**config.mk**
```make
export PLATFORM = sky130hd
export DESIGN_NAME = persona_dead_sprite_fetch
export DESIGN_NICKNAME = d
export VERILOG_FILES = /design/src/rtl/persona_dead_sprite_fetch.sv
export SDC_FILE = /design/constraint.sdc
export NUM_CORES = 1
export LEC_CHECK = 0
export ABC_AREA = 1
export CELL_PAD_IN_SITES_DETAIL_PLACEMENT = 0
export CELL_PAD_IN_SITES_GLOBAL_PLACEMENT = 1
export CORE_UTILIZATION = 32
export DETAILED_ROUTE_END_ITERATION = 8
export PLACE_DENSITY_LB_ADDON = 0.1
export SYNTH_ARGS = -nofsm -noshare
export SYNTH_HDL_FRONTEND = slang
export SYNTH_SLANG_ARGS = --single-unit
```
**constraint.sdc**
```tcl
create_clock -name Clk -period 2.5 [get_ports Clk]
set_input_delay 0.25 -clock Clk [delete_from_list [all_inputs] [get_ports Clk]]
set_output_delay 0.25 -clock Clk [all_outputs]
set_load 0.01 [all_outputs]
```
**src/rtl/persona_dead_sprite_fetch.sv**
```systemverilog
// ---------------------------------------------------------------------------
// persona_dead_sprite_fetch
//
// Pixel-pipeline stage for person A's dead sprite. For every pixel it decides
// whether the pixel falls inside the sprite box and, if so, addresses the
// sprite ROM. It then emits the fetched 8-bit palette index once the ROM data
// is back. Index 0 is the transparent key. A life-state FSM (ALIVE, BLINK,
// DEAD) gates visibility, so the sprite appears only after a kill event.
//
// Build option:
//   SPRITE_BLINK_EN  defined   : kill enters BLINK. The sprite flashes for
//                                BLINK_FRAMES frames, with BLINK_PERIOD frames
//                                per half-phase, then settles in DEAD.
//                    undefined : no BLINK state and no blink counter. kill
//                                moves ALIVE -> DEAD on the next cycle.
//
// Ports:
//   Clk            in   pixel clock
//   Reset          in   synchronous, active-high reset
//   frame_tick     in   one-cycle pulse per frame (start of vertical blank)
//   DrawX, DrawY   in   current pixel coordinates (10 bits each)
//   PosX, PosY     in   sprite top-left corner, latched on frame_tick
//   kill, revive   in   one-cycle life events
//   rom_addr       out  sprite ROM address (registered)
//   rom_data       in   sprite ROM data, one-cycle read latency
//   palette_index  out  palette index, 0 when the pixel is not drawn
//   sprite_on      out  pixel is an opaque, visible dead-sprite pixel
//   life_state     out  00 ALIVE, 01 BLINK, 10 DEAD
//
// Pipeline: a pixel is presented in cycle 0. Its ROM address is registered
// at the end of cycle 0. The ROM returns data during cycle 2, and
// palette_index/sprite_on are registered from that data.
// ---------------------------------------------------------------------------
module persona_dead_sprite_fetch #(
    parameter int SPR_W  = 32,
    parameter int SPR_H  = 32,
    parameter int ROM_AW = 10
`ifdef SPRITE_BLINK_EN
    ,
    parameter int BLINK_FRAMES = 60,
    parameter int BLINK_PERIOD = 8
`endif
) (
    input  logic              Clk,
    input  logic              Reset,
    input  logic              frame_tick,
    input  logic [9:0]        DrawX,
    input  logic [9:0]        DrawY,
    input  logic [9:0]        PosX,
    input  logic [9:0]        PosY,
    input  logic              kill,
    input  logic              revive,
    output logic [ROM_AW-1:0] rom_addr,
    input  logic [7:0]        rom_data,
    output logic [7:0]        palette_index,
    output logic              sprite_on,
    output logic [1:0]        life_state
);

    typedef enum logic [1:0] {
        ST_ALIVE = 2'b00,
        ST_BLINK = 2'b01,
        ST_DEAD  = 2'b10
    } life_t;

    life_t             state_r;
    logic [9:0]        pos_x_r;
    logic [9:0]        pos_y_r;

    logic [10:0]       draw_x_s;
    logic [10:0]       draw_y_s;
    logic [10:0]       pos_x_s;
    logic [10:0]       pos_y_s;
    logic [10:0]       off_x_s;
    logic [10:0]       off_y_s;
    logic              hit_s;
    logic              vis_s;
    logic [ROM_AW-1:0] rom_addr_s;
    logic              opaque_s;

    logic [ROM_AW-1:0] rom_addr_r;
    logic              hit_p1_r;
    logic              vis_p1_r;
    logic              hit_p2_r;
    logic              vis_p2_r;
    logic [7:0]        palette_index_r;
    logic              sprite_on_r;

`ifdef SPRITE_BLINK_EN
    localparam int CNT_W  = $clog2(BLINK_FRAMES + 1);
    localparam int PER_SH = $clog2(BLINK_PERIOD);
    logic [CNT_W-1:0]  blink_cnt_r;
`endif

    // Latch the sprite position once per frame so the sprite cannot tear mid-frame.
    always_ff @(posedge Clk) begin
        if (Reset) begin
            pos_x_r <= 10'd0;
            pos_y_r <= 10'd0;
        end else if (frame_tick) begin
            pos_x_r <= PosX;
            pos_y_r <= PosY;
        end
    end

    // Hit test in 11 bits, so a box near the right or bottom edge cannot wrap.
    assign draw_x_s = {1'b0, DrawX};
    assign draw_y_s = {1'b0, DrawY};
    assign pos_x_s  = {1'b0, pos_x_r};
    assign pos_y_s  = {1'b0, pos_y_r};
    assign off_x_s  = draw_x_s - pos_x_s;
    assign off_y_s  = draw_y_s - pos_y_s;
    assign hit_s    = (draw_x_s >= pos_x_s) && (draw_x_s < (pos_x_s + 11'(SPR_W))) &&
                      (draw_y_s >= pos_y_s) && (draw_y_s < (pos_y_s + 11'(SPR_H)));

    // Row-major ROM address of the in-box offset; address 0 outside the box.
    always_comb begin
        rom_addr_s = {ROM_AW{1'b0}};
        if (hit_s) begin
            rom_addr_s = (ROM_AW'(off_y_s) * ROM_AW'(SPR_W)) + ROM_AW'(off_x_s);
        end else begin
            rom_addr_s = {ROM_AW{1'b0}};
        end
    end

    // Visibility derived from the current life state; it applies to the pixel entering now.
    always_comb begin
        vis_s = 1'b0;
        case (state_r)
            ST_ALIVE: vis_s = 1'b0;
`ifdef SPRITE_BLINK_EN
            // Visible on even half-phases of the blink counter.
            ST_BLINK: vis_s = ((32'(blink_cnt_r) >> PER_SH) & 32'd1) == 32'd0;
`endif
            ST_DEAD:  vis_s = 1'b1;
            default:  vis_s = 1'b0;
        endcase
    end

    // Life-state FSM. Each state only listens to its own event, which settles simultaneous kill/revive.
    always_ff @(posedge Clk) begin
        if (Reset) begin
            state_r <= ST_ALIVE;
`ifdef SPRITE_BLINK_EN
            blink_cnt_r <= {CNT_W{1'b0}};
`endif
        end else begin
            case (state_r)
                ST_ALIVE: begin
                    if (kill) begin
`ifdef SPRITE_BLINK_EN
                        // A frame_tick in the same cycle is not counted.
                        state_r     <= ST_BLINK;
                        blink_cnt_r <= {CNT_W{1'b0}};
`else
                        state_r     <= ST_DEAD;
`endif
                    end
                end
`ifdef SPRITE_BLINK_EN
                ST_BLINK: begin
                    if (frame_tick) begin
                        if (blink_cnt_r == CNT_W'(BLINK_FRAMES - 1)) begin
                            state_r <= ST_DEAD;
                        end else begin
                            blink_cnt_r <= blink_cnt_r + CNT_W'(1);
                        end
                    end
                end
`endif
                ST_DEAD: begin
                    if (revive) begin
                        state_r <= ST_ALIVE;
                    end
                end
                default: state_r <= ST_ALIVE;
            endcase
        end
    end

    // The flags are delayed by two stages so that they line up with rom_data.
    assign opaque_s = hit_p2_r && vis_p2_r && (rom_data != 8'h00);

    // Address register, flag pipeline and output registers.
    always_ff @(posedge Clk) begin
        if (Reset) begin
            rom_addr_r      <= {ROM_AW{1'b0}};
            hit_p1_r        <= 1'b0;
            vis_p1_r        <= 1'b0;
            hit_p2_r        <= 1'b0;
            vis_p2_r        <= 1'b0;
            palette_index_r <= 8'h00;
            sprite_on_r     <= 1'b0;
        end else begin
            rom_addr_r      <= rom_addr_s;
            hit_p1_r        <= hit_s;
            vis_p1_r        <= vis_s;
            hit_p2_r        <= hit_p1_r;
            vis_p2_r        <= vis_p1_r;
            palette_index_r <= opaque_s ? rom_data : 8'h00;
            sprite_on_r     <= opaque_s;
        end
    end

    assign rom_addr      = rom_addr_r;
    assign palette_index = palette_index_r;
    assign sprite_on     = sprite_on_r;
    assign life_state    = state_r;

endmodule
```
# Word level (Yosys, flattened, before mapping)
# Index checks and enable logic that the tools add are counted.
[op_classes]
addsub = 5
order_cmp = 4
eq_ne = 3
muxes = 4
bitwise = 2
reduce_logical = 10
[op_table]
columns = ["cell", "n"]
rows = [
  ["adder 10 x 6 -> 11 bit, second input constant", 2],
  ["less-than comparator 10 x 11 -> 1 bit", 2],
  ["greater-or-equal comparator 10 bit", 2],
  ["adder 10 bit", 1],
  ["subtractor 10 bit", 1],
  ["nonzero test 8 bit", 1],
  ["logical AND 1 bit", 5],
  ["subtractor 5 bit", 1],
  ["two-way mux 2 bit", 2],
  ["inequality test 2 bit, second input constant", 2],
  ["one-hot mux 2 bit (2 select lines)", 1],
  ["OR reduction 2 bit", 2],
  ["== test 2 bit, second input constant", 1],
  ["zero test 2 bit", 1],
  ["NOT 1 bit", 2],
  ["AND reduction 2 bit", 1],
  ["two-way mux 1 bit", 1],
]
[word_totals]
register_bits = 45
in_bits = 53
out_inout_bits = 21
wordCells = 38

# Depth between registers and ports, before layout
# Gate-level depths: netlist (run 1).
[logic_depth]
depth_word = 7
mapped_depth = 18
depth_no_buf = 18

# Least setup slack after synthesis (run 1)
# No wires, ideal clock.
[synth_path]
kind = "flip-flop to flip-flop"
startpoint = "reg pos_y_r[0]"
endpoint = "reg rom_addr_r[9] (netlist: rom_addr[9])"
arrival_ns = 2.441
required_ns = 2.388
path_slack_ns = -0.053
stages_incl_launch_ff = 17
path_buffers = 0
synth_period_minus_slack_ns = 2.553
cell_sequence = "dfxtp_1 ha_1 inv_1 fa_1 xnor2_1 fa_1 inv_1 ha_1 inv_1 nor3_1 nand2_1 nand3_1 inv_1 nand2_1 nand2_1 inv_1 nor2_2"
[synth_via]
elab_chain_cells = 5
[synth_lines]
columns = ["item", "line_no", "text"]
rows = [
  ["start: declaration", "68", "logic [9:0] pos_y_r;"],
  ["start signal: assignment", "102", "pos_y_r <= PosY;"],
  ["adder 10 x 6 -> 11 bit / greater-or-equal comparator 10 bit (equally long branches)", "114", "(draw_y_s >= pos_y_s) && (draw_y_s < (pos_y_s + 11'(SPR_H)));"],
  ["less-than comparator 10 x 11 -> 1 bit / logical AND 1 bit (equally long branches)", "114, 113", ""],
  ["logical AND 1 bit", "114", ""],
  ["NOT 1 bit (no source line)", "--", ""],
  ["OR reduction 2 bit (no source line)", "--", ""],
  ["end signal: assignment", "187", "rom_addr_r <= {ROM_AW{1'b0}};"],
  ["end signal: assignment", "195", "rom_addr_r <= rom_addr_s;"],
  ["end: declaration", "81", "logic [ROM_AW-1:0] rom_addr_r;"],
]
# Several ways; a longest one is shown, not always the timed one.
# A chain may end at the register's enable or synchronous reset.

# Final worst setup path (run 1)
[layout_path]
startpoint = "reg pos_y_r[0]"
endpoint = "reg rom_addr_r[8] (netlist: rom_addr[8])"
# Same word-level chain as after synthesis.

==> Flow_metrics.wiki, run 1 <==
{| class="wikitable"
! Metric !! Value
|-
| Outcome || finished clean
|-
| TritonCTS clock tree || built
|-
| Setup repair after global routing missed its margin || yes
|-
| Vias in the first global route || 2558
|-
| Most common library cell in the layout ignoring fill and taps || sky130_fd_sc_hd__inv_1
|-
| Internal reg-to-reg setup slack || 0.001 ns
|-
| Synth Net Count || 494
|-
| Deepest clock path buffer count || 2
|-
| Peak clock frequency supported by timing || 400 MHz
|-
| Antenna diode count || 0
|-
| Maximum vdd ir drop || between 0.2 and 0.25 mV
|-
| Sequential area share after synthesis || 0.294
|-
| Cell occurring most often along the worst timing path || sky130_fd_sc_hd__inv_2
|-
| Initial antenna violation count || 0
|-
| Placed cell areas || 3980 sq um
|-
| Worst r2r src || pos_y_r[0]$_SDFFE_PP0P_
|-
| End of the worst hold path || hit_p2_r$_SDFF_PP0_
|-
| Worst Path Arrival || 2.70 ns
|-
| Global placement routability congestion || about 0.79
|-
| Routed vias || 2615
|-
| Clock Latency Late Sink || 0.30 ns
|-
| YS warnings || 0
|-
| Number of synthesized register bits || 44
|-
| Placeable core region || 8890 sq um
|-
| Largest stage delay on the critical path || 0.49 ns
|-
| Maximum number of pins on one net before global-route repair || 39
|-
| Post-placement cell count || slightly below 600
|-
| Average cell area after synthesis || 7.67 sq um
|-
| Count of hold-fix buffers inserted at cts || 0
|-
| Number of antenna-violating nets in the routed design || 0
|-
| Critical path endpoint category || register
|-
| Number of nets in the finished design || 587
|-
| Register clock-pin slew on the reported worst setup and hold paths || 0.09 ns
|-
| Max capacitance violation total || 0
|-
| Layout fillers || roughly 900
|-
| Number of rows in the core area || 34
|-
| Post-Synth Adder-Cell Area || 0.234
|-
| DRC violations left || 0
|-
| Cells after synthesis || 391
|-
| Per-cell via count in the routed design || 4.41
|-
| Master cell of the clock root buffer || sky130_fd_sc_hd__clkbuf_8
|-
| Commonest non-fill, non-tap cells in the layout || sky130_fd_sc_hd__inv_1 (74), sky130_fd_sc_hd__clkdlybuf4s50_1 (69), sky130_fd_sc_hd__nand2_1 (62)
|-
| Final std cells w/o fill || 593
|-
| Worst-case clock skew || between 0.008 and 0.009 ns
|-
| Worst R2R Path Depth || 15
|-
| Sequential standard cell area || 883 sq um
|-
| Required time of the critical path || approximately 2.7 ns
|-
| Final Hold Violating Endpoints || 0
|-
| Final Max Tran Viols || 0
|-
| Cell-by-cell listing of the critical path || ha_4, inv_2, fa_2, xnor2_2, fa_1, inv_2, ha_4, inv_2, o21bai_1, a31oi_1, nand2_1, nand2_1, nand2_1, inv_2, nor2_2
|-
| PortBufs || 72
|-
| Number of distinct library cell variants in the gate-level netlist after synthesis || 32
|-
| Remaining global-route overflow || 0
|-
| All-layer global routing usage || 0.149
|-
| Slowest-stage cell, CP || sky130_fd_sc_hd__fa_1
|-
| Global-route wire length before repair || 11.6 mm
|-
| Ports || 74
|-
| First-pass DRT Iterations || 4
|-
| Non-Filler Cell Area, Final || 4220 sq um
|-
| Clock sink count || 44
|-
| Final cycle utilization of the critical path || 0.999
|-
| Class of the tightest hold or removal check || reg2reg
|-
| Width of the die || between 90 and 100 microns
|-
| Synth-to-layout area growth || 40.6%
|-
| Combined area of all synthesized cells || 3000 sq um
|-
| Die area || 9760 sq um
|-
| Critical path start-end classification || reg2reg
|-
| Cell leakage power || about 2.0 nW
|-
| Combinational family with the most area after synthesis || adder cells
|-
| H-tree depth || 2
|-
| Type of origin of the critical path || register
|-
| Detailed Place HPWL || 5.56 mm
|-
| FF-to-FF End || rom_addr[8]$_SDFF_PP0_
|-
| Synthesized-area fraction occupied by and/or/nand/nor cells || 0.216
|-
| Total wire length || 6.91 mm
|-
| Launch point of the worst hold path || hit_p1_r$_SDFF_PP0_
|-
| Final setup viols || 0
|-
| Multiplexer share of the synthesized area || 0
|-
| Die Y || between 90 and 100 microns
|-
| Min Clock Period, post-route || 2.50 ns
|-
| Number of violations reported at the end of detailed-routing iteration 0 || 44
|-
| Power density over cell area || between 500 and 600 nW/um^2
|-
| Multi-input gate area || 1870 sq um
|-
| Num CTS Buffers || 5
|-
| Share of final-layout standard cells stronger than drive strength 1 || 0.146
|-
| Maximum fanout along the worst path || 4
|-
| Starting Density || 0.337
|-
| Depth of the worst hold-timing path || 2
|-
| Detail-routed net length per standard cell || around 12 microns
|-
| XOR/XNOR Fraction of Synth Area || 0.0380
|-
| Share of the synthesized area in compound gates (AO/OA/AOI/OAI) || 0.0956
|}
Yosys cell counts:
cell type	count	area, sq um
sky130_fd_sc_hd__ha_1	40	500
sky130_fd_sc_hd__clkbuf_8	1	13.8
sky130_fd_sc_hd__dfxtp_1	44	881
sky130_fd_sc_hd__nand2_2	2	12.5
sky130_fd_sc_hd__buf_4	2	15.0
sky130_fd_sc_hd__conb_1	1	3.75
sky130_fd_sc_hd__xor2_1	8	70.1
sky130_fd_sc_hd__a211oi_1	19	143
sky130_fd_sc_hd__nand3_1	16	80.1
sky130_fd_sc_hd__a21o_1	2	15.0
sky130_fd_sc_hd__nor3_1	1	5.00
sky130_fd_sc_hd__nand3b_1	2	15.0
sky130_fd_sc_hd__a21oi_2	1	8.76
sky130_fd_sc_hd__xnor2_1	5	43.8
sky130_fd_sc_hd__and2_0	1	6.26
sky130_fd_sc_hd__nor2_1	48	180
sky130_fd_sc_hd__o21ai_0	1	5.00
sky130_fd_sc_hd__a31oi_1	1	6.26
sky130_fd_sc_hd__inv_1	80	300
sky130_fd_sc_hd__buf_6	1	11.3
sky130_fd_sc_hd__clkbuf_1	5	18.8
sky130_fd_sc_hd__buf_2	1	5.00
sky130_fd_sc_hd__nand2_1	64	240
sky130_fd_sc_hd__nand3_2	1	10.0
sky130_fd_sc_hd__a21oi_1	14	70.1
sky130_fd_sc_hd__nand4_1	4	25.0
sky130_fd_sc_hd__nor2_2	10	62.6
sky130_fd_sc_hd__o21a_1	1	7.51
sky130_fd_sc_hd__nor2_4	1	11.3
sky130_fd_sc_hd__o21bai_1	3	22.5
sky130_fd_sc_hd__a21o_2	1	8.76
sky130_fd_sc_hd__fa_1	10	200
layer usage:
metal | part of all wire | wire length [microns] | track usage | vias up
met5 | 0 | 0 | 0 | -
li1 | - | - | - | 1395
met4 | 0.0082 | 57 | 0.0413 | 0
met1 | 0.46 | 3190 | 0.185 | 1167
met2 | 0.50 | 3440 | 0.264 | 48
met3 | 0.032 | 223 | 0.0277 | 5
stage by stage:
step	hold WS [ns]	utilization	setup TNS (ns)	worst slack (ns)	total power [mW]
after floorplan	0.348	-	0	0.00642	1.28
after global routing	0.444	0.474	-0.199	-0.121	2.37
after CTS	0.412	0.466	-0.151	-0.0948	2.19
after global placement	0.392	0.448	-1.65	-0.488	1.57
after detailed placement	0.398	0.448	-1.76	-0.508	1.58
final	0.409	0.474	0	0.00147	2.19
kinds of logic after synthesis:
kind of cell,Yosys count
compound gates,43
buf+inv,90
flops,44
fa+ha+maj,50
simple gates,150
xor+xnor,13
other cells,1
state kept, by name (all words and copies together), names as in the netlist:
name	count
rom_addr	10
hit_p2_r	1
pos_x_r	10
vis_p2_r	1
life_state	1
pos_y_r	10
sprite_on	1
palette_index	8
hit_p1_r	1
vis_p1_r	1
final cells by class:
cell class / instances / share of cell area
multi-input cells: 257 / 0.443
repair buffers: 96 / 0.218
flip-flops and latches: 44 / 0.210
inverters: 80 / 0.0712
well taps: 108 / 0.0321
clock buffers: 5 / 0.0163
clock inverters: 3 / 0.0101
where the power goes:
group | total [mW] | switching, mW | leakage [nW] | internal (mW)
Clock | 0.563 | 0.267 | 0.0541 | 0.296
Combinational | 0.871 | 0.434 | 1.57 | 0.436
Sequential | 0.756 | 0.0225 | 0.361 | 0.733
Total | 2.19 | 0.723 | 1.99 | 1.47
how the worst max path moves through the flow:
stage / startpoint / to / slack, ns / cells after the start
global placement: DrawY[0] / rom_addr[9]$_SDFF_PP0_ / -0.49 / 18
global route: pos_y_r[0]$_SDFFE_PP0P_ / rom_addr[8]$_SDFF_PP0_ / -0.12 / 15
finish: pos_y_r[0]$_SDFFE_PP0P_ / rom_addr[8]$_SDFF_PP0_ / 0.001 / 15
detailed placement: DrawY[0] / rom_addr[9]$_SDFF_PP0_ / -0.51 / 18
floorplan: pos_y_r[0]$_SDFFE_PP0P_ / rom_addr[9]$_SDFF_PP0_ / 0.006 / 16
CTS: pos_y_r[0]$_SDFFE_PP0P_ / rom_addr[9]$_SDFF_PP0_ / -0.09 / 16
worst max-delay path: cells and delay by family, from the launching register on:
| family | cells | cell delay [ns] |
|---|---|---|
| flops | 1 | 0.36 |
| buf+inv | 4 | 0.20 |
| compound gates | 2 | 0.25 |
| xor+xnor | 1 | 0.16 |
| fa+ha+maj | 4 | 1.23 |
| simple gates | 4 | 0.21 |
repair_timing:
item,in CTS,in global routing
setup endpoints to repair,3,3
endpoints found under the hold margin,0,0
pin swaps,11,8
gates resized for setup,12,14
setup buffers,1,1
No activity file was read; power rests on OpenSTA's default activity.
==> run 2: changes to the inputs <==
- ABC_CLOCK_PERIOD_IN_PS: default -> 2500
- CELL_PAD_IN_SITES_DETAIL_PLACEMENT: 0 -> default
- CELL_PAD_IN_SITES_GLOBAL_PLACEMENT: 1 -> default
- CORE_ASPECT_RATIO: default -> 1.2
- CORE_UTILIZATION: 32 -> 45
- PLACE_DENSITY: default -> 0.77
- PLACE_DENSITY_LB_ADDON: 0.1 -> default
==> Flow_metrics.wiki, run 2 (same netlist as run 1, synthesis figures left out) <==
{| class="wikitable"
! Metric !! Value
|-
| Outcome || complete, but fails checks
|-
| Violations in the final reports || setup timing
|-
| Vias in the first global route || 2752 (+7.6%)
|-
| Width of the die || 76.5 microns (-23%)
|-
| Global placement routability congestion || 0.896 (+14%)
|-
| Final setup viols || 1 (+1)
|-
| Required time of the critical path || 2.71 ns (about the same)
|-
| Maximum number of pins on one net before global-route repair || 19 (-51%)
|-
| Number of nets in the finished design || 586 (-0.17%)
|-
| Final Hold Violating Endpoints || 0 (unchanged)
|-
| Setup repair after global routing missed its margin || yes
|-
| Master cell of the clock root buffer || sky130_fd_sc_hd__clkbuf_8
|-
| Ports || 74 (unchanged)
|-
| NetSw || 0.760 mW (+5.0%)
|-
| Register clock-pin slew on the reported worst setup and hold paths || 0.09 ns (about the same)
|-
| Number of rows in the core area || 32 (-5.9%)
|-
| Share of final-layout standard cells stronger than drive strength 1 || 0.147 (+0.000302)
|-
| Launch point of the worst hold path || hit_p1_r$_SDFF_PP0_
|-
| Final Worst Setup Slack || -0.0193 ns (-0.0208 ns)
|-
| Number of antenna-violating nets in the routed design || 0 (unchanged)
|-
| Critical path origin || pos_y_r[0]$_SDFFE_PP0P_
|-
| Final Max Tran Viols || 0 (unchanged)
|-
| All-layer global routing usage || 0.214 (+0.0644)
|-
| TritonCTS clock tree || built
|-
| Most common library cell in the layout ignoring fill and taps || sky130_fd_sc_hd__inv_1
|-
| Cell-by-cell listing of the critical path || ha_4, inv_2, fa_2, xnor2_2, fa_1, inv_2, ha_4, inv_4, nor3_2, nand2_1, nand3_2, inv_2, nand2_1, nand2_1, inv_1, nor2_2
|-
| Setup slack after placement || -0.546 ns (-0.0382 ns)
|-
| Per-cell via count in the routed design || 4.75 (+7.8%)
|-
| Non-Filler Cell Area, Final || 4190 sq um (-0.71%)
|-
| Layout Utilization || 0.649 (+0.175)
|-
| Count of hold-fix buffers inserted at cts || 0 (unchanged)
|-
| Critical path start-end classification || reg2reg
|-
| Commonest non-fill, non-tap cells in the layout || sky130_fd_sc_hd__inv_1 (72), sky130_fd_sc_hd__clkdlybuf4s50_1 (69), sky130_fd_sc_hd__nand2_1 (63)
|-
| Met3 Usage GRT || 0.0402 (+0.0125)
|-
| Die area || 6990 sq um (-28%)
|-
| Initial antenna violation count || 0 (unchanged)
|-
| Power density over cell area || 546 nW/um^2 (+5.1%)
|-
| Placed cell areas || 3920 sq um (-1.4%)
|-
| Synth-to-layout area growth || 39.6%
|-
| Worst-case clock skew || 0.00688 ns (-0.00127 ns)
|-
| GR Util met1 || 0.222 (+0.0369)
|-
| Total power || 2.28 mW (+4.3%)
|-
| Sequential Power Share || 0.331 (-0.014)
|-
| Max capacitance violation total || 0 (unchanged)
|-
| H-tree depth || 2 (unchanged)
|-
| Largest stage delay on the critical path || 0.50 ns (about the same)
|-
| Class of the tightest hold or removal check || reg2reg
|-
| Global-route wire length before repair || 11.8 mm (+2.3%)
|-
| Maximum vdd ir drop || 0.324 mV (+62%)
|-
| Total wire length || 6.77 mm (-2.1%)
|-
| Most utilized layer in the global route result || met2
|-
| DRC violations left || 0 (unchanged)
|-
| Clock Latency Late Sink || 0.30 ns (about the same)
|-
| Maximum fanout along the worst path || 2 (-2)
|-
| Min Clock Period, post-route || 2.52 ns (+0.0208 ns)
|-
| Detail-routed net length per standard cell || 11.9 microns (+2.1%)
|-
| Cell leakage power || 1.97 nW (-0.92%)
|-
| Final cycle utilization of the critical path || 1.01 (+0.00832)
|-
| Remaining global-route overflow || 0 (unchanged)
|-
| GRT met2 Usage || 0.398 (+0.134)
|-
| Sw Share || 0.333 (+0.00227)
|-
| Die Y || 91.4 microns (-7.5%)
|-
| Deepest clock path buffer count || 2 (unchanged)
|-
| Worst r2r src || pos_y_r[0]$_SDFFE_PP0P_
|-
| Starting Density || 0.465 (+0.128)
|-
| Routed vias || 2705 (+3.4%)
|-
| PortBufs || 72 (unchanged)
|-
| Placeable core region || 6450 sq um (-27%)
|-
| Num CTS Buffers || 5 (unchanged)
|-
| Share of power burned in combinational logic || 0.413 (+0.015)
|-
| Worst Path Arrival || 2.73 ns (+0.03 ns)
|-
| Slowest-stage cell, CP || sky130_fd_sc_hd__fa_1
|-
| First-pass DRT Iterations || 5 (+1)
|-
| Internal power of the cells || 1.52 mW (+4.0%)
|-
| Detailed Place HPWL || 5.25 mm (-5.6%)
|-
| Antenna diode count || 0 (unchanged)
|-
| Clock sink count || 44 (unchanged)
|-
| Peak clock frequency supported by timing || 397 MHz (-0.83%)
|-
| Clock network fraction of design power || 0.256 (about the same)
|-
| Type of origin of the critical path || register
|-
| Critical path endpoint category || register
|-
| Number of violations reported at the end of detailed-routing iteration 0 || 66 (+50%)
|}
-- run 2: changes by cell type in the layout (fill, tap and decap cells not counted), moves of 2 or more --
cell                             change
sky130_fd_sc_hd__dlygate4sd2_1       +2
sky130_fd_sc_hd__dlymetal6s2s_1      -2
sky130_fd_sc_hd__inv_1               -2
sky130_fd_sc_hd__nand2_2             -2
-- run 2: what timing repair did --
item	in CTS	in global routing
setup buffers	1	2
setup endpoints to repair	3	3
pin swaps	12	10
gates resized for setup	21	10
-- run 2: metrics by stage --
step | cells | hold WS (ns) | setup TNS, ns
final | 569 | 0.405 | -0.0193
after global routing | 569 | 0.431 | -0.269
after CTS | 567 | 0.407 | -0.169
after detailed placement | 558 | 0.395 | -1.68
after global placement | 558 | 0.389 | -1.50
after floorplan | 391 | 0.348 | 0
-- run 2: power by group through the flow --
stage          sequential [mW]  combinational (mW)  clock (mW)
4_1_cts                  0.755               0.901       0.597
2_1_floorplan            0.770               0.514           0
5_1_grt                  0.762                1.05       0.635
6_report                 0.756               0.943       0.585
3_5_place_dp             0.771               0.794           0
3_3_place_gp             0.770               0.761           0
-- run 2: worst max-delay path: cells and delay by family (launching register included) --
family	cells	cell delay (ns)
XOR/XNOR	1	0.15
buffers and inverters	5	0.22
adder cells (fa/ha/maj)	4	1.26
flip-flops	1	0.35
AND/OR/NAND/NOR	6	0.44
-- run 2: area by class of cell --
class / count / area [sq um]
well taps: 85 / 106
fillers: 539 / 2260
inverters: 80 / 303
clock buffers: 6 / 82.6
repair buffers: 95 / 893
clock inverters: 2 / 38.8
multi-input cells: 257 / 1880
flip-flops and latches: 44 / 883
-- run 2: path summary, 6_finish.rpt --
check                                              end  slack (ns)  cells after the start
worst max-delay path            rom_addr[9]$_SDFF_PP0_       -0.02                     16
worst min-delay path               hit_p2_r$_SDFF_PP0_        0.41                      2
worst max register to register  rom_addr[9]$_SDFF_PP0_       -0.02                     16
worst min register to register     hit_p2_r$_SDFF_PP0_        0.41                      2
-- run 2: layer usage --
layer  share of wire  up-vias
met3           0.039       24
met5               0        -
met2            0.53       72
met1            0.39     1208
li1                -     1401
met4           0.034        0
